File: config.mk
export PLATFORM = sky130hd
export DESIGN_NAME = dot_product_feeder
export DESIGN_NICKNAME = d
export VERILOG_FILES = /design/src/rtl/dp_stream_pkg.sv /design/src/rtl/dp_pending_buf.sv /design/src/rtl/dot_product_feeder.sv
export SDC_FILE = /design/constraint.sdc
export NUM_CORES = 1
export LEC_CHECK = 0
export CAP_MARGIN = 10
export CORE_ASPECT_RATIO = 0.9
export CORE_UTILIZATION = 40
export CTS_BUF_LIST = sky130_fd_sc_hd__clkbuf_2
export CTS_CLUSTER_SIZE = 10
export DETAILED_ROUTE_END_ITERATION = 8
export DONT_BUFFER_PORTS = 1
export PLACE_DENSITY_LB_ADDON = 0.15
export SYNTH_ARGS = -nofsm -noshare
export SYNTH_HDL_FRONTEND = slang
export SYNTH_SLANG_ARGS = --single-unit
File: constraint.sdc
create_clock -name clk -period 5.4 [get_ports clk]
set_input_delay 0.54 -clock clk [delete_from_list [all_inputs] [get_ports clk]]
set_output_delay 0.54 -clock clk [all_outputs]
set_load 0.005 [all_outputs]
File: src/rtl/dp_stream_pkg.sv
// Shared types and sizing helpers for the dot-product serial stream.
`timescale 1ns/1ps
package dp_stream_pkg;

    localparam int unsigned DP_DATA_WIDTH = 8;
    localparam int unsigned DP_VEC_LENGTH = 3;

    typedef enum logic [1:0] {
        IDLE   = 2'd0,
        SEND_A = 2'd1,
        SEND_B = 2'd2
    } feeder_state_e;

    // Accumulator width that holds n full-scale unsigned products without overflow.
    function automatic int unsigned dp_res_w(input int unsigned dw, input int unsigned n);
        return 2 * dw + $clog2(n);
    endfunction

endpackage

File: src/rtl/dp_pending_buf.sv
// One-entry holding register for a vector pair; ready passes through when the
// entry is consumed in the same cycle.
`timescale 1ns/1ps
module dp_pending_buf
    import dp_stream_pkg::*;
#(
    parameter int unsigned W = 2 * DP_DATA_WIDTH * DP_VEC_LENGTH
) (
    input  logic         clk,
    input  logic         reset,
    input  logic         i_valid,
    output logic         o_ready_c,
    input  logic [W-1:0] i_data,
    input  logic         i_pop,
    output logic         o_full,
    output logic [W-1:0] o_data
);

    logic         r_full;
    logic [W-1:0] r_data;
    logic         w_push;

    assign o_ready_c = !r_full || i_pop;
    assign w_push    = i_valid && o_ready_c;

    // A push in the same cycle as a pop refills the entry.
    always_ff @(posedge clk or posedge reset) begin
        if (reset) begin
            r_full <= 1'b0;
            r_data <= '0;
        end else if (w_push) begin
            r_full <= 1'b1;
            r_data <= i_data;
        end else if (i_pop) begin
            r_full <= 1'b0;
        end
    end

    assign o_full = r_full;
    assign o_data = r_data;

endmodule

File: src/rtl/dot_product_feeder.sv
// Serialises an (A,B) vector pair as A[0..N-1] then B[0..N-1], one element per
// cycle, and produces the expected dot product one cycle after the frame ends.
`timescale 1ns/1ps
module dot_product_feeder
    import dp_stream_pkg::*;
#(
    parameter  int unsigned DATA_WIDTH = DP_DATA_WIDTH,
    parameter  int unsigned VEC_LENGTH = DP_VEC_LENGTH,
    localparam int unsigned RES_W      = dp_res_w(DATA_WIDTH, VEC_LENGTH)
) (
    input  logic                             clk,
    input  logic                             reset,
    input  logic                             in_valid,
    output logic                             in_ready,
    input  logic [DATA_WIDTH*VEC_LENGTH-1:0] vec_a,
    input  logic [DATA_WIDTH*VEC_LENGTH-1:0] vec_b,
    output logic [DATA_WIDTH-1:0]            dout,
    output logic                             dout_valid,
    output logic                             frame_start,
    output logic                             frame_last,
    output logic [RES_W-1:0]                 exp_result,
    output logic                             exp_valid
);

    localparam int unsigned VEC_W  = DATA_WIDTH * VEC_LENGTH;
    localparam int unsigned PROD_W = 2 * DATA_WIDTH;
    localparam int unsigned IDX_W  = (VEC_LENGTH > 1) ? $clog2(VEC_LENGTH) : 1;
    localparam logic [IDX_W-1:0] IDX_LAST = IDX_W'(VEC_LENGTH - 1);

    feeder_state_e         r_state;
    feeder_state_e         w_state_nxt;
    logic [IDX_W-1:0]      r_idx;
    logic [IDX_W-1:0]      w_idx_nxt;
    logic [VEC_W-1:0]      r_act_a;
    logic [VEC_W-1:0]      r_act_b;
    logic [VEC_W-1:0]      w_act_a_nxt;
    logic [VEC_W-1:0]      w_act_b_nxt;
    logic [RES_W-1:0]      r_acc;
    logic [RES_W-1:0]      w_acc_nxt;
    logic [RES_W-1:0]      w_acc_sum;
    logic [DATA_WIDTH-1:0] w_a_el;
    logic [DATA_WIDTH-1:0] w_b_el;
    logic [PROD_W-1:0]     w_prod;

    logic [DATA_WIDTH-1:0] r_dout;
    logic                  r_dout_valid;
    logic                  r_frame_start;
    logic                  r_frame_last;
    logic [RES_W-1:0]      r_exp_result;
    logic                  r_exp_valid;
    logic [DATA_WIDTH-1:0] w_dout_nxt;
    logic                  w_dout_valid_nxt;
    logic                  w_frame_start_nxt;
    logic                  w_frame_last_nxt;
    logic [RES_W-1:0]      w_exp_result_nxt;
    logic                  w_exp_valid_nxt;

    logic                  w_pend_ready_c;
    logic                  w_pend_full;
    logic                  w_pend_load;
    logic                  w_idx_last;
    logic [2*VEC_W-1:0]    w_pend_data;

    dp_pending_buf #(
        .W (2 * VEC_W)
    ) u_pend (
        .clk       (clk),
        .reset     (reset),
        .i_valid   (in_valid),
        .o_ready_c (w_pend_ready_c),
        .i_data    ({vec_a, vec_b}),
        .i_pop     (w_pend_load),
        .o_full    (w_pend_full),
        .o_data    (w_pend_data)
    );

    assign in_ready = w_pend_ready_c;

    assign w_idx_last  = (r_idx == IDX_LAST);
    assign w_pend_load = w_pend_full &&
                         ((r_state == IDLE) || ((r_state == SEND_B) && w_idx_last));

    // MAC datapath on the element pair currently being sent.
    assign w_a_el    = r_act_a[int'(r_idx)*DATA_WIDTH +: DATA_WIDTH];
    assign w_b_el    = r_act_b[int'(r_idx)*DATA_WIDTH +: DATA_WIDTH];
    assign w_prod    = PROD_W'(w_a_el) * PROD_W'(w_b_el);
    assign w_acc_sum = r_acc + RES_W'(w_prod);

    assign w_act_a_nxt = w_pend_load ? w_pend_data[2*VEC_W-1:VEC_W] : r_act_a;
    assign w_act_b_nxt = w_pend_load ? w_pend_data[VEC_W-1:0]       : r_act_b;

    // Next state, index and accumulator.
    always_comb begin
        w_state_nxt      = r_state;
        w_idx_nxt        = r_idx;
        w_acc_nxt        = r_acc;
        w_exp_result_nxt = r_exp_result;
        w_exp_valid_nxt  = 1'b0;
        case (r_state)
            IDLE: begin
                if (w_pend_load) begin
                    w_state_nxt = SEND_A;
                    w_idx_nxt   = '0;
                end
            end
            SEND_A: begin
                if (w_idx_last) begin
                    w_state_nxt = SEND_B;
                    w_idx_nxt   = '0;
                end else begin
                    w_idx_nxt = r_idx + IDX_W'(1);
                end
            end
            SEND_B: begin
                if (w_idx_last) begin
                    w_state_nxt      = w_pend_load ? SEND_A : IDLE;
                    w_idx_nxt        = '0;
                    w_acc_nxt        = '0;
                    w_exp_result_nxt = w_acc_sum;
                    w_exp_valid_nxt  = 1'b1;
                end else begin
                    w_idx_nxt = r_idx + IDX_W'(1);
                    w_acc_nxt = w_acc_sum;
                end
            end
            default: begin
                w_state_nxt = IDLE;
                w_idx_nxt   = '0;
            end
        endcase
        if (w_pend_load) begin
            w_acc_nxt = '0;
        end
    end

    // Stream outputs are registered from the next state, so dout tracks r_state/r_idx.
    always_comb begin
        w_dout_nxt        = '0;
        w_dout_valid_nxt  = 1'b0;
        w_frame_start_nxt = 1'b0;
        w_frame_last_nxt  = 1'b0;
        case (w_state_nxt)
            SEND_A: begin
                w_dout_nxt        = w_act_a_nxt[int'(w_idx_nxt)*DATA_WIDTH +: DATA_WIDTH];
                w_dout_valid_nxt  = 1'b1;
                w_frame_start_nxt = (w_idx_nxt == '0);
            end
            SEND_B: begin
                w_dout_nxt       = w_act_b_nxt[int'(w_idx_nxt)*DATA_WIDTH +: DATA_WIDTH];
                w_dout_valid_nxt = 1'b1;
                w_frame_last_nxt = (w_idx_nxt == IDX_LAST);
            end
            default: begin
                w_dout_nxt = '0;
            end
        endcase
    end

    always_ff @(posedge clk or posedge reset) begin
        if (reset) begin
            r_state       <= IDLE;
            r_idx         <= '0;
            r_act_a       <= '0;
            r_act_b       <= '0;
            r_acc         <= '0;
            r_dout        <= '0;
            r_dout_valid  <= 1'b0;
            r_frame_start <= 1'b0;
            r_frame_last  <= 1'b0;
            r_exp_result  <= '0;
            r_exp_valid   <= 1'b0;
        end else begin
            r_state       <= w_state_nxt;
            r_idx         <= w_idx_nxt;
            r_act_a       <= w_act_a_nxt;
            r_act_b       <= w_act_b_nxt;
            r_acc         <= w_acc_nxt;
            r_dout        <= w_dout_nxt;
            r_dout_valid  <= w_dout_valid_nxt;
            r_frame_start <= w_frame_start_nxt;
            r_frame_last  <= w_frame_last_nxt;
            r_exp_result  <= w_exp_result_nxt;
            r_exp_valid   <= w_exp_valid_nxt;
        end
    end

    assign dout        = r_dout;
    assign dout_valid  = r_dout_valid;
    assign frame_start = r_frame_start;
    assign frame_last  = r_frame_last;
    assign exp_result  = r_exp_result;
    assign exp_valid   = r_exp_valid;

endmodule

# After elaboration in Yosys (flattened, before gate mapping)
# Cells that the tools add are included.
# word_totals
word_cells	60
input_bits	51
register_bits	149
# classes
n_reduce_logical	13
muxes	21
n_eq_ne	6
mul	1
shifts	4
add_sub_neg	2
# ops
cell	n
$shiftx A24 B6 Y8	4
$mux W18	3
$mux W24	2
$add A18 B16 Y18	1
$mul A8 B8 Y16	1
$pmux W8 S2	1
$mux W2	5
$eq A2 B2 Y1 const B	4
$mux W1	8
$pmux W2 S3	1
$eq A2 B1 Y1 const B	2
$logic_not A2 Y1	2
$pmux W2 S2	1
$reduce_bool A2 Y1	2
$reduce_or A2 Y1	2
$logic_and A1 B1 Y1	3
$add A2 B1 Y2 const B	1
$logic_or A1 B1 Y1	2
$reduce_and A2 Y1	1
$logic_not A1 Y1	1

# Logic depth before layout (Yosys ltp)
# Gate-level depths: netlist (run 1).
# depth
ltp_word	10
depth_mapped	23

# Modules after synthesis
# A second synthesis (run 1) with hierarchy kept.
# hier_totals
cells_unflattened	930
area_unflattened_um2	9431.5
# modules_own_cells
module	cells_each	area_each_um2	n_inst	seq_area_each_um2
dot_product_feeder	824	7516.0	1	2502.4
dp_pending_buf	106	1915.6	1	1226.2

# Least setup slack after synthesis (run 1)
# OpenSTA, ideal clock, no wires.
# synth_path
path_kind	flip-flop to flip-flop
start	reg r_idx[1]
end	reg r_acc[16]
arrival_ns	5.190
slack_ns	0.085
n_path_buf	3
required_time_ns	5.275
period_less_slack_ns	5.315
stages_incl_launch_ff	22
path_cell_list	dfrtp_1 buf_2 nor2b_1 buf_2 buf_1 a21oi_1 or2_2 fa_1 inv_1 fa_1 fa_1 inv_1 fa_1 inv_1 ha_1 a21oi_1 o21ai_1 o41ai_1 o31ai_1 o31ai_1 xor2_1 o21ai_1
# synth_between
elab_chain_len	6
# synth_lines
element	line	rtl
start: declaration	dot_product_feeder.sv:32	logic [IDX_W-1:0] r_idx;
start signal: assignment	dot_product_feeder.sv:174	r_idx <= w_idx_nxt;
$shiftx A24 B6 Y8, on equally long branches	dot_product_feeder.sv:84, dot_product_feeder.sv:85	
$mul A8 B8 Y16	dot_product_feeder.sv:86	assign w_prod = PROD_W'(w_a_el) * PROD_W'(w_b_el);
$add A18 B16 Y18	dot_product_feeder.sv:87	assign w_acc_sum = r_acc + RES_W'(w_prod);
$mux W18	dot_product_feeder.sv:115	if (w_idx_last) begin
$mux W18	dot_product_feeder.sv:99	case (r_state)
$mux W18	dot_product_feeder.sv:131	if (w_pend_load) begin
end signal: assignment	dot_product_feeder.sv:177	r_acc <= w_acc_nxt;
end: declaration	dot_product_feeder.sv:38	logic [RES_W-1:0] r_acc;
# Parallel ways exist; a longest one is shown, timed or not. The select of a mux whose other input is x is not followed.
# A chain may end at the register's enable or synchronous reset.

# Worst setup path after layout (run 1)
# Ends and elaborated chain as after synthesis.

==> flow_metrics.env, run 1 <==
export IMPL_dr_pass1_iters=4
export IMPL_die_w_um=160.3
export IMPL_synth_area_leaders="dfrtp_1 (41%), fa_1 (11%), mux2_1 (9.1%)"
export IMPL_syn_avg_cell_area_um2=10.88
export IMPL_synth_edf_count=0
export IMPL_rr_startpoint="r_idx[1]$_DFF_PP0_"
export IMPL_core_area_um2=21890
export IMPL_worstPathRequired_ps=6060
export IMPL_cts_root_buf="clkbuf_2"
export IMPL_grt_pass1_wl_um=34160
export IMPL_cp_max_fo=8
export IMPL_reg2reg_depth=20
export IMPL_syn_nets=976
export IMPL_syn_inst=829
export IMPL_h_tree_depth=4
export IMPL_reg2reg_to="r_acc[16]$_DFFE_PP0P_"
export IMPL_start_util_pct=41.22
export IMPL_critPathLaunchType="register"
export IMPL_maxCapViolations=0
export IMPL_track_usage_pct=19.24
export IMPL_crit_arrival_ps=5770
export IMPL_relSlewSlack_pct=29.05
export IMPL_grt_max_degree=96
export IMPL_skew_ps=61.12
export IMPL_cts_buffers=17
export IMPL_drc=0
export IMPL_yosys_most_used_dff="dfrtp_1"
export IMPL_synth_top_area_share_pct=41.33
export IMPL_nNetsFinal=1041
export IMPL_drt_initial_drc_count=291
export IMPL_rsz0062_at_grt="false"
export IMPL_grt_pass1_vias=6305
export IMPL_slew_viol_final=0
export IMPL_drt_wl_total_um=20870
export IMPL_seq_area_frac_synth_pct=41.33
export IMPL_r2r_setup_slack_ps=290
export IMPL_vias_per_cell=5.069
export IMPL_routabilityCongestion=0.8421
export IMPL_ios=82
export IMPL_syn2layout_area_growth_pct=13.43
export IMPL_fmaxAchievable_mhz=195.9
export IMPL_wire_per_inst_um=17.41
export IMPL_setup_viol=0
export IMPL_hpwl_um=15850
export IMPL_setup_tns_ps=0
export IMPL_ys_seq_elements=149
export IMPL_synthArstFlopShare_pct=100.0
export IMPL_vias=6078
export IMPL_yosys_area_top_type="dfrtp_1"
export IMPL_finalHoldViolCount=0
export IMPL_dp_cells=1116
export IMPL_postCtsSetupBuffers=0
export IMPL_ant_nets=0
export IMPL_dieArea_um2=23160
export IMPL_ctsLongestPathBuffers=2
export IMPL_cts_tree="done"
export IMPL_hold_class="primary input to register"
export IMPL_tightest_slew_ps=1060
export IMPL_hp_start="in_valid"
export IMPL_synth_cell_types=55
export IMPL_path_clk_slew_ps=280
export IMPL_port_buffers=0
export IMPL_final_cells=1199
export IMPL_die_y_um=144.5
export IMPL_cts_sinks=149
export IMPL_ys_warn_count=0
export IMPL_antenna_found_initial=1
export IMPL_hold_depth=2
export IMPL_grt_ovfl_total=0
export IMPL_worstSetupPathType="register to register"
export IMPL_clk_latency_ps=760
export IMPL_drive_above_1_share_pct=12.02
export IMPL_critPathCaptureType="register"
export IMPL_status="completed"
export IMPL_period_needed_ps=5105
export IMPL_hold_end="u_pend.o_full$_DFFE_PP0P_"
export IMPL_syn_area_um2=9021
export IMPL_rows=51
export IMPL_finalCritPeriodShare_pct=94.54
==> how the worst max path moves through the flow <==
stage                             from                     to  slack (ps)  depth (start not counted)
floorplan           r_idx[1]$_DFF_PP0_  r_acc[16]$_DFFE_PP0P_          80                         21
global placement    r_idx[1]$_DFF_PP0_  r_acc[16]$_DFFE_PP0P_          80                         19
detailed placement  r_idx[1]$_DFF_PP0_  r_acc[16]$_DFFE_PP0P_          90                         19
CTS                 r_idx[1]$_DFF_PP0_  r_acc[16]$_DFFE_PP0P_          80                         19
global route        r_idx[1]$_DFF_PP0_  r_acc[11]$_DFFE_PP0P_          20                         21
finish              r_idx[1]$_DFF_PP0_  r_acc[16]$_DFFE_PP0P_         290                         20
==> logic make-up after synthesis <==
kind of cell	Yosys count	share of synthesized area [%]
AOI/OAI and AO/OA	113	7.864
xor gates and xnor gates	13	1.262
adders and majority gates	96	17.48
buffers and inverters	136	6.172
DFF	149	41.33
muxes	122	15.95
and+or+nand+nor	200	9.945
==> stage by stage <==
| step | util, % | instance area, um^2 | setup slack, ps | hold slack, ps |
|---|---|---|---|---|
| after floorplan | - | 9021 | 84.66 | 449.8 |
| final | 46.75 | 10230 | 294.8 | 402.8 |
| after global placement | 43.19 | 9453 | 82.51 | 474.6 |
| after detailed placement | 43.19 | 9453 | 89.47 | 479.7 |
| after CTS | 46.65 | 10210 | 84.65 | 327.3 |
| after global routing | 46.75 | 10230 | 18.83 | 293.2 |
==> layout make-up <==
| type | count | area (um^2) |
|---|---|---|
| clock buffer | 17 | 85.08 |
| tap | 291 | 364.1 |
| timing repair buffer | 75 | 713.2 |
| clock inverter | 15 | 171.4 |
| fill | 2057 | 11650 |
| sequential | 149 | 3729 |
| antenna | 1 | 2.502 |
| multi-input combinational | 544 | 4758 |
| inverter | 107 | 409.1 |
==> critical path, cell delays in order, from the launching register on <==
cell and delay [ps]:
dfrtp_1 450, buf_4 200, mux2i_2 190, nor2_1 190
a21o_1 240, nand2_1 110, fa_1 520, inv_1 60
fa_1 450, ha_1 290, inv_1 50, fa_1 530
inv_1 70, ha_1 310, a211oi_1 270, nor2_1 110
o31ai_2 290, o31ai_1 170, o31ai_1 260, xor2_1 210
o21ai_1 90
==> synth_stat cells, drive strengths merged, types with 9 or more instances <==
cell,n
buf,18
o21ai,46
fa,50
nor2,71
ha,46
a21oi,23
inv,107
dfrtp,149
mux2,98
or2,9
clkbuf,11
nand2b,22
mux2i,17
a21o,9
o211ai,9
nand2,75
==> placed cells by master, fill, tap and decap left out, drive strengths merged, types with 6 or more instances in the layout <==
master	netlist	routed
dfrtp	149	149
inv	107	116
mux2	98	98
nand2	75	75
nor2	71	71
fa	50	50
dlygate4sd3	0	50
ha	46	46
o21ai	46	46
buf	18	25
a21oi	23	23
nand2b	22	22
clkbuf	11	17
mux2i	17	17
o211ai	9	9
a21o	9	9
or2	9	9
mux4	7	7
o31a	7	7
xor2	7	7
nand3	7	7
xnor2	6	6
==> per-layer routing <==
metal  global-route usage (%)  wire length [um]  share of wire [%]  up-vias
li1                         -                 -                  -     2873
met1                    27.59             10410                 50     3085
met2                    30.11              9457                 45      109
met3                    4.216               874                4.2       11
met4                    3.459               130               0.62        0
met5                        0                 0                  0        -
==> state kept, by name, indices dropped and copies added, names as in the netlist <==
signal / flops
dout: 8
dout_valid: 1
exp_result: 18
exp_valid: 1
frame_last: 1
frame_start: 1
r_acc: 18
r_act_a: 24
r_act_b: 24
r_idx: 2
r_state: 2
u_pend.o_data: 48
u_pend.o_full: 1
==> what timing repair did <==
| item | in CTS | in global routing |
|---|---|---|
| endpoints found under the setup margin | 0 | 11 |
| resized for setup | 0 | 5 |
| endpoints found under the hold margin | 143 | 0 |
| hold buffers | 50 | 0 |
Power of run 1 is left out: the tool's default activity adds up to more than one toggle a clock period on the data nets, which glitch-free logic cannot reach.
==> run 2, diff against run 1 <==
==> constraint.sdc (replaced) <==
create_clock -name clk -period 5.77 [get_ports clk]
set_input_delay 0.577 -clock clk [delete_from_list [all_inputs] [get_ports clk]]
set_output_delay 0.577 -clock clk [all_outputs]
set_load 0.005 [all_outputs]
==> run 2 against run 1 <==
Sequential share of layout area about the same. Utilization is essentially flat. Maximum frequency is 5.8% lower. Non-clock buffer count unchanged. Largest cell class unchanged. Clock skew is 15 ps lower. First-iteration DRC count down 8.9%. Die area stayed put. Worst setup slack improved by 58 ps. Worst hold slack gained 26 ps. Via count grew 0.36%.
==> flow_metrics.env, run 2 (synthesis gave the netlist of run 1 again) <==
export IMPL_syn2layout_area_growth_pct=13.51
export IMPL_reg2reg_depth=21
export IMPL_vias=6100
export IMPL_hpwl_um=15850
export IMPL_slew_viol_final=0
export IMPL_final_area_um2=10240
export IMPL_die_w_um=160.3
export IMPL_rsz0062_at_grt="false"
export IMPL_cp_cell_sequence="buf_4, mux2i_1, nor2_1, a21oi_1, buf_4, or2_1, fa_1, fa_1, inv_1, fa_1, inv_1, fa_1, inv_1, ha_1, a21o_1, nand2_1, nand3b_1, a21o_1, a21oi_1, xor2_1, o21ai_1"
export IMPL_tightest_slew_ps=1127
export IMPL_placed_cell_area_um2=9403
export IMPL_cts_tree="done"
export IMPL_hold_class="primary input to register"
export IMPL_setup_ws_ps=352.6
export IMPL_finalHoldViolCount=0
export IMPL_port_buffers=0
export IMPL_grt_pass1_wl_um=33870
export IMPL_r2r_setup_slack_ps=350
export IMPL_drt_wl_total_um=20880
export IMPL_cts_buffers=17
export IMPL_core_area_um2=21890
export IMPL_drc=0
export IMPL_reg2reg_to="exp_result[11]$_DFFE_PP0P_"
export IMPL_status="completed"
export IMPL_antenna_found_initial=1
export IMPL_hold_depth=2
export IMPL_grt_ovfl_total=0
export IMPL_h_tree_depth=4
export IMPL_critPathLaunch="r_idx[1]$_DFF_PP0_"
export IMPL_vias_per_cell=5.088
export IMPL_wire_per_inst_um=17.41
export IMPL_worstPathRequired_ps=6410
export IMPL_rows=51
export IMPL_ant_nets=0
export IMPL_setup_viol=0
export IMPL_final_cells=1199
export IMPL_place_ws_ps=45.89
export IMPL_cts_root_buf="clkbuf_2"
export IMPL_relSlewSlack_pct=24.58
export IMPL_crit_arrival_ps=6060
export IMPL_rr_startpoint="r_idx[1]$_DFF_PP0_"
export IMPL_dp_cells=1111
export IMPL_dr_pass1_iters=4
export IMPL_grt_max_degree=113
export IMPL_setup_tns_ps=0
export IMPL_clk_latency_ps=770
export IMPL_skew_ps=46.43
export IMPL_finalCritPeriodShare_pct=93.89
export IMPL_die_y_um=144.5
export IMPL_layout_commonest_cell="dfrtp_1"
export IMPL_path_clk_slew_ps=310
export IMPL_fmaxAchievable_mhz=184.6
export IMPL_worstSetupPathType="register to register"
export IMPL_worst_path_largest_cell_delay_ps=550
export IMPL_ios=82
export IMPL_routabilityCongestion=0.8626
export IMPL_hold_end="u_pend.o_data[41]$_DFFE_PP0P_"
export IMPL_hp_start="vec_a[17]"
export IMPL_critPathCaptureType="register"
export IMPL_cp_common_cell="fa_1"
export IMPL_ctsLongestPathBuffers=2
export IMPL_crit_slowest_cell="fa_1"
export IMPL_nNetsFinal=1041
export IMPL_nFillCells=2068
export IMPL_grt_pass1_vias=6262
export IMPL_cp_max_fo=10
export IMPL_track_usage_pct=19.15
export IMPL_largest_reg_flops=48
export IMPL_layout_common_cells="dfrtp_1 (148), inv_1 (104), nand2_1 (73), mux2_1 (73), nor2_1 (70)"
export IMPL_drt_initial_drc_count=265
export IMPL_cts_sinks=149
export IMPL_drive_above_1_share_pct=11.91
export IMPL_critPathLaunchType="register"
export IMPL_period_needed_ps=5417
export IMPL_dieArea_um2=23160
export IMPL_start_util_pct=41.22
export IMPL_maxCapViolations=0
[run 2: layout make-up]
class                           count  area (um^2)  area share, %
Inverter                          107        409.1          3.996
Timing Repair Buffer               75        700.7          6.843
Multi-Input combinational cell    544         4750          46.38
Clock inverter                     15        198.9          1.943
Clock buffer                       17        85.08         0.8309
Sequential cell                   149         3730          36.42
Tap cell                          291        364.1          3.556
Antenna cell                        1        2.502        0.02444
[run 2: timing repair]
| action | 4_1_cts | 5_1_grt |
|---|---|---|
| resized for setup | 0 | 4 |
| hold buffers | 50 | 0 |
| setup buffers | 0 | 5 |
| endpoints found under the setup margin | 0 | 15 |
| endpoints found under the hold margin | 160 | 0 |
[run 2: layer usage]
layer / global-route usage (%) / vias to the layer above / share of wire [%]
li1: - / 2867 / -
met1: 27.24 / 3113 / 49
met2: 29.95 / 107 / 46
met3: 4.044 / 13 / 4.0
met4: 4.461 / 0 / 0.80
met5: 0 / - / 0
[run 2: worst max-delay path: cells and delay by family (launching register included)]
family | cells | cell delay, ps
fa+ha+maj | 5 | 2290
xor+xnor | 1 | 290
buf+inv | 5 | 620
flops | 1 | 540
mux | 1 | 240
simple gates | 4 | 440
compound gates | 5 | 890
[run 2: metrics by stage]
stage	hold WS [ps]	util, %
6_report	429.2	46.78
5_1_grt	318.5	46.78
4_1_cts	344.0	46.54
3_5_place_dp	480.3	42.96
3_3_place_gp	471.6	42.96
2_1_floorplan	449.8	-
[run 2: worst max path at each step]
stage	slack (ps)	endpoint	depth (start not counted)
floorplan	450	r_acc[16]$_DFFE_PP0P_	21
global placement	90	r_acc[11]$_DFFE_PP0P_	20
detailed placement	50	r_acc[11]$_DFFE_PP0P_	20
CTS	50	exp_result[11]$_DFFE_PP0P_	20
global route	60	exp_result[11]$_DFFE_PP0P_	21
finish	350	exp_result[11]$_DFFE_PP0P_	21
Power of run 2 is left out for the same reason.
==> RTL edit 1, RTL diff (settings of run 1) <==
Encoding of `feeder_state_e`: now one-hot (3 bits for 3 states).
--- a/src/rtl/dp_stream_pkg.sv
+++ b/src/rtl/dp_stream_pkg.sv
@@ -5,10 +5,10 @@
     localparam int unsigned DP_DATA_WIDTH = 8;
     localparam int unsigned DP_VEC_LENGTH = 3;
 
-    typedef enum logic [1:0] {
-        IDLE   = 2'd0,
-        SEND_A = 2'd1,
-        SEND_B = 2'd2
+    typedef enum logic [2:0] {
+        IDLE   = 3'b001,
+        SEND_A = 3'b010,
+        SEND_B = 3'b100
     } feeder_state_e;
 
     // Accumulator width that holds n full-scale unsigned products without overflow.
Function: same outputs for any inputs over 4 cycles, from zero or initial values and one cycle with reset high; so few cycles prove little.
==> RTL edit 1 against run 1 <==
Critical path depth is the same; highest routed layer unchanged; design area grew 0.73%; wire length shrank 2.4%; area after synthesis grew 0.18%; sequential cell count grew 1; setup slack gained 0.056 ns.
Power is left out: the tool's default activity adds up to more than one toggle a clock period on the data nets, which glitch-free logic cannot reach.
==> RTL edit 1: results (changes against run 1) <==
| Parameter | Value | Unit | Change |
|---|---|---|---|
| Count of input and output buffers | 0 | - | unchanged |
| Later-pin clock latency in the skew report | 0.75 | ns |  |
| Most used standard cells in the synthesized netlist | sky130_fd_sc_hd__nand2_1 (202), sky130_fd_sc_hd__dfrtp_1 (149), sky130_fd_sc_hd__inv_1 (108) | - |  |
| Final clock skew | 0.0485 | ns | -0.0126 ns |
| Pin count of the biggest net entering global routing | 108 | - | +13% |
| Met1 Usage GRT | 0.274 | - | -0.00145 |
| Pre-antenna DRT Iters | 6 | - | +2 |
| Number of cells produced by synthesis | 918 | - | +11% |
| Critical Path AT | 5.68 | ns | -0.09 ns |
| Destination of the critical timing path | exp_result[15] | - |  |
| Top cells by area in the synthesized netlist | sky130_fd_sc_hd__dfrtp_1 (41%), sky130_fd_sc_hd__fa_1 (11%), sky130_fd_sc_hd__nand2_1 (8.4%), sky130_fd_sc_hd__mux2_2 (7.5%), sky130_fd_sc_hd__ha_1 (5.5%) | - |  |
| Placed Cells | 1207 | - | +8.2% |
| Global-route wire length before repair | 34200 | um | about the same |
| Max-Slew Margin vs Limit | 0.257 | - | -0.0338 |
| Run status | complete, no violations | - |  |
| Fraction of layout cells with a size suffix above 1 | 0.148 | - | +0.0280 |
| Global-route track usage on met3 | 0.0410 | - | -0.00115 |
| Largest fanout on the critical path | 6 | - | -2 |
| Number of global-route vias before repair | 6411 | - | +1.7% |
| Estimated wirelength of the detail-placed design | 14900 | um | -6.2% |
| Vias per inst | 4.94 | - | -2.6% |
| Initial DRC count | 321 | - | +10% |
| Root buf cell | sky130_fd_sc_hd__clkbuf_2 | - |  |
| RePlAce Congestion | 0.849 | - | +0.76% |
| Detailed-route wire length | 20400 | um | -2.4% |
| Detailed-route wire length per cell | 15.8 | um | -9.4% |
| GR met2 Demand/Resource | 0.293 | - | -0.00768 |
| Seq/Total Area, Yosys | 0.415 | - | +0.00216 |
| Reg clk slew, reported paths | 0.27 | ns |  |
| Count of distinct cell types in the synthesized netlist | 49 | - | -11% |
| Final period utilization | 0.935 | - | -0.0104 |
| Post-CTS resize count | 1 | - | +1 |
| Post-Place Cell Area | 9480 | um2 | +0.28% |
| Max H-tree Level | 4 | - | unchanged |
| Global router's overall resource usage | 0.190 | - | -0.00244 |
| Warnings, synthesis | 0 | - | unchanged |
| Net count after synthesis | 1059 | - | +8.5% |
| Flip-flop count of the largest register after layout | 48 | - | unchanged |
| Worst setup slack after placement | -0.0125 | ns | -0.102 ns |
-- RTL edit 1: cell types whose count changed after synthesis, sizes merged, moves of 9 or more --
cell           run 1  this run
nor2              71        61
a211oi             1        10
mux2              98        61
o21ai             46        26
nand2             75       203
nand2b            22        11
mux2i             17        39
a21oi             23        35
-- RTL edit 1: logic make-up (layout without fill, tap and decap cells) --
kind of cell / after synthesis / count (layout) / synth area share
mux: 100 / 100 / 0.119
fa+ha+maj: 90 / 90 / 0.166
other cells: 0 / 1 / 0
xor+xnor: 15 / 15 / 0.0145
buf+inv: 142 / 223 / 0.0644
simple gates: 317 / 317 / 0.148
flops: 150 / 150 / 0.415
compound gates: 104 / 104 / 0.0719
-- RTL edit 1: layout make-up --
| class | count | area (um2) |
|---|---|---|
| clock inverter | 15 | 186 |
| multi-input combinational | 626 | 4760 |
| inverter | 109 | 414 |
| tap | 291 | 364 |
| timing repair buffer | 82 | 741 |
| sequential | 150 | 3760 |
| clock buffer | 17 | 85.1 |
| fill | 2120 | 11600 |
| antenna | 1 | 2.50 |
-- RTL edit 1: routing by layer --
layer | wire length (um) | vias to the layer above
li1 | - | 3102
met1 | 10300 | 3137
met5 | 0 | -
met3 | 936 | 7
met2 | 9050 | 127
met4 | 124 | 0
-- RTL edit 1: how the worst min path moves through the flow --
stage / depth (start not counted) / slack, ns / end / from
final: 3 / 0.43 / u_pend.o_data[31] / in_valid
after global routing: 2 / 0.32 / u_pend.o_data[21] / vec_b[21]
after CTS: 2 / 0.35 / u_pend.o_data[45] / vec_a[21]
after detailed placement: 2 / 0.45 / r_act_b[16] / u_pend.o_data[16]
after global placement: 2 / 0.45 / r_act_b[13] / u_pend.o_data[13]
after floorplan: 2 / 0.43 / r_act_a[10] / u_pend.o_data[34]
==> RTL edit 2, RTL diff (config.mk and constraints of run 1) <==
Made on the original files. The package constant `DP_DATA_WIDTH` goes from 8 to 6.
--- a/src/rtl/dp_stream_pkg.sv
+++ b/src/rtl/dp_stream_pkg.sv
@@ -2,7 +2,7 @@
 `timescale 1ns/1ps
 package dp_stream_pkg;
 
-    localparam int unsigned DP_DATA_WIDTH = 8;
+    localparam int unsigned DP_DATA_WIDTH = 6;
     localparam int unsigned DP_VEC_LENGTH = 3;
 
     typedef enum logic [1:0] {
Ports: changed (resized dout, exp_result, vec_a and vec_b); port bits go from 82 to 64. No check against the original RTL was run, so the function may have changed too.
==> RTL edit 2 against run 1 <==
Setup slack worse by 0.018 ns; area after synthesis fell by 27%; sequential cell count shrank 34; design area shrank 26%; first-iteration DRC count is 34% lower; critical path type unchanged; wire length is 35% lower.
Power is left out: the tool's default activity adds up to more than one toggle a clock period on the data nets, which glitch-free logic cannot reach.
==> RTL edit 2: results (changes against run 1) <==
| Parameter | Value | Unit | Change |
|---|---|---|---|
| Diode insertion count for antenna repair | 0 | - | -1 |
| Post-Place Cell Area | 6880 | um2 | -27% |
| Fin Hold WS | 0.435 | ns | +0.0325 ns |
| Compound-gate portion of the synthesized area | 0.0851 | - | +0.00646 |
| Number of filler instances in the final layout | 1534 | - | -25% |
| Flip-flop count of the largest register after layout | 36 | - | -25% |
| XOR/XNOR share of the synthesized area | 0.0107 | - | -0.00194 |
| Synth Area in Adders | 0.146 | - | -0.0286 |
| Reg-to-reg slack, setup | 0.28 | ns | -0.02 ns |
| Critical Path AT | 5.75 | ns | -0.02 ns |
| Reg-to-Reg End | r_acc[10] | - |  |
| Net count after synthesis | 695 | - | -29% |
| Most used standard cells in the synthesized netlist | sky130_fd_sc_hd__dfrtp_1 (115), sky130_fd_sc_hd__mux2_2 (69), sky130_fd_sc_hd__inv_1 (68) | - |  |
| Multiplexer share of the synthesized area | 0.168 | - | +0.00860 |
| Pin count of the biggest net entering global routing | 77 | - | -20% |
| Detailed-route wire length per cell | 15.6 | um | -10% |
| Final hold viol count | 0 | - | unchanged |
| Estimated wirelength of the detail-placed design | 10000 | um | -37% |
| Fraction of layout cells with a size suffix above 1 | 0.221 | - | +0.101 |
| Nets | 753 | - | -28% |
| Global router's overall resource usage | 0.178 | - | -0.0143 |
| Seq/Total Area, Yosys | 0.439 | - | +0.0255 |
| Initial antenna violation count | 0 | - | -1 |
| RePlAce Congestion | 0.815 | - | -3.3% |
| Total number of vias | 4386 | - | -28% |
| Number of cells produced by synthesis | 595 | - | -28% |
| Reg clk slew, reported paths | 0.20 | ns | -0.08 ns |
| Initial DRC count | 191 | - | -34% |
| Detailed-route wire length | 13600 | um | -35% |
| Number of stages on the worst hold path | 3 | - | +1 |
| Run status | complete, no violations | - |  |
| Later-pin clock latency in the skew report | 0.70 | ns | -0.06 ns |
| Largest fanout on the critical path | 11 | - | +3 |
| Top cells by area in the synthesized netlist | sky130_fd_sc_hd__dfrtp_1 (44%), sky130_fd_sc_hd__mux2_2 (12%), sky130_fd_sc_hd__fa_1 (7.9%), sky130_fd_sc_hd__ha_1 (6.7%), sky130_fd_sc_hd__inv_1 (3.9%) | - |  |
| Number of global-route vias before repair | 4589 | - | -27% |
| Final clock skew | 0.0326 | ns | -0.0286 ns |
| Slew of the pin with the lowest slew margin | 1.00 | ns | -0.0594 ns |
| Count of distinct cell types in the synthesized netlist | 48 | - | -13% |
RTL edit 2: layout make-up:
| class | count | share of cell area |
|---|---|---|
| Timing Repair Buffer | 59 | 0.0732 |
| Sequential cell | 115 | 0.383 |
| Clock inverter | 14 | 0.0216 |
| Inverter | 70 | 0.0354 |
| Multi-Input combinational cell | 390 | 0.441 |
| Clock buffer | 17 | 0.0113 |
| Tap cell | 207 | 0.0344 |
RTL edit 2: cell families (layout without fill, tap and decap cells):
logic type | Yosys count | in the layout
flops | 115 | 115
fa+ha+maj | 61 | 61
mux | 92 | 92
buf+inv | 90 | 160
compound gates | 90 | 90
xor+xnor | 8 | 8
simple gates | 139 | 139
RTL edit 2: repair_timing:
| action | in CTS | in global routing |
|---|---|---|
| endpoints found under the hold margin | 112 | 0 |
| gates resized for setup | 0 | 2 |
| endpoints found under the setup margin | 0 | 7 |
| hold buffers | 38 | 0 |
RTL edit 2: how the worst max path moves through the flow:
stage / endpoint / slack [ns] / cells past startpoint
floorplan: r_acc[10] / 0.09 / 19
global placement: r_acc[10] / 0.26 / 20
detailed placement: exp_result[10] / 0.21 / 20
CTS: r_acc[10] / 0.19 / 20
global route: exp_result[10] / 0.02 / 20
finish: r_acc[10] / 0.28 / 20
RTL edit 2: per-layer routing:
| metal | part of all wire | track usage | up-vias | wire length, um |
|---|---|---|---|---|
| met5 | 0 | 0 | - | 0 |
| met3 | 0.040 | 0.0488 | 16 | 552 |
| met1 | 0.48 | 0.243 | 2190 | 6510 |
| met2 | 0.47 | 0.270 | 71 | 6360 |
| li1 | - | - | 2109 | - |
| met4 | 0.016 | 0.0652 | 0 | 214 |
RTL edit 2: critical path, delay by kind of cell (launching register included):
family	cells	cell delay, ns
muxes	1	0.12
AOI/OAI and AO/OA	5	0.80
adders and majority gates	5	2.41
buffers and inverters	5	0.49
and+or+nand+nor	4	0.78
DFF	1	0.47
RTL edit 2: stage by stage:
step                setup WS [ns]  utilization
global placement            0.259        0.428
global route               0.0241        0.468
CTS                         0.191        0.467
finish                      0.277        0.468
detailed placement          0.207        0.428
floorplan                  0.0860            -
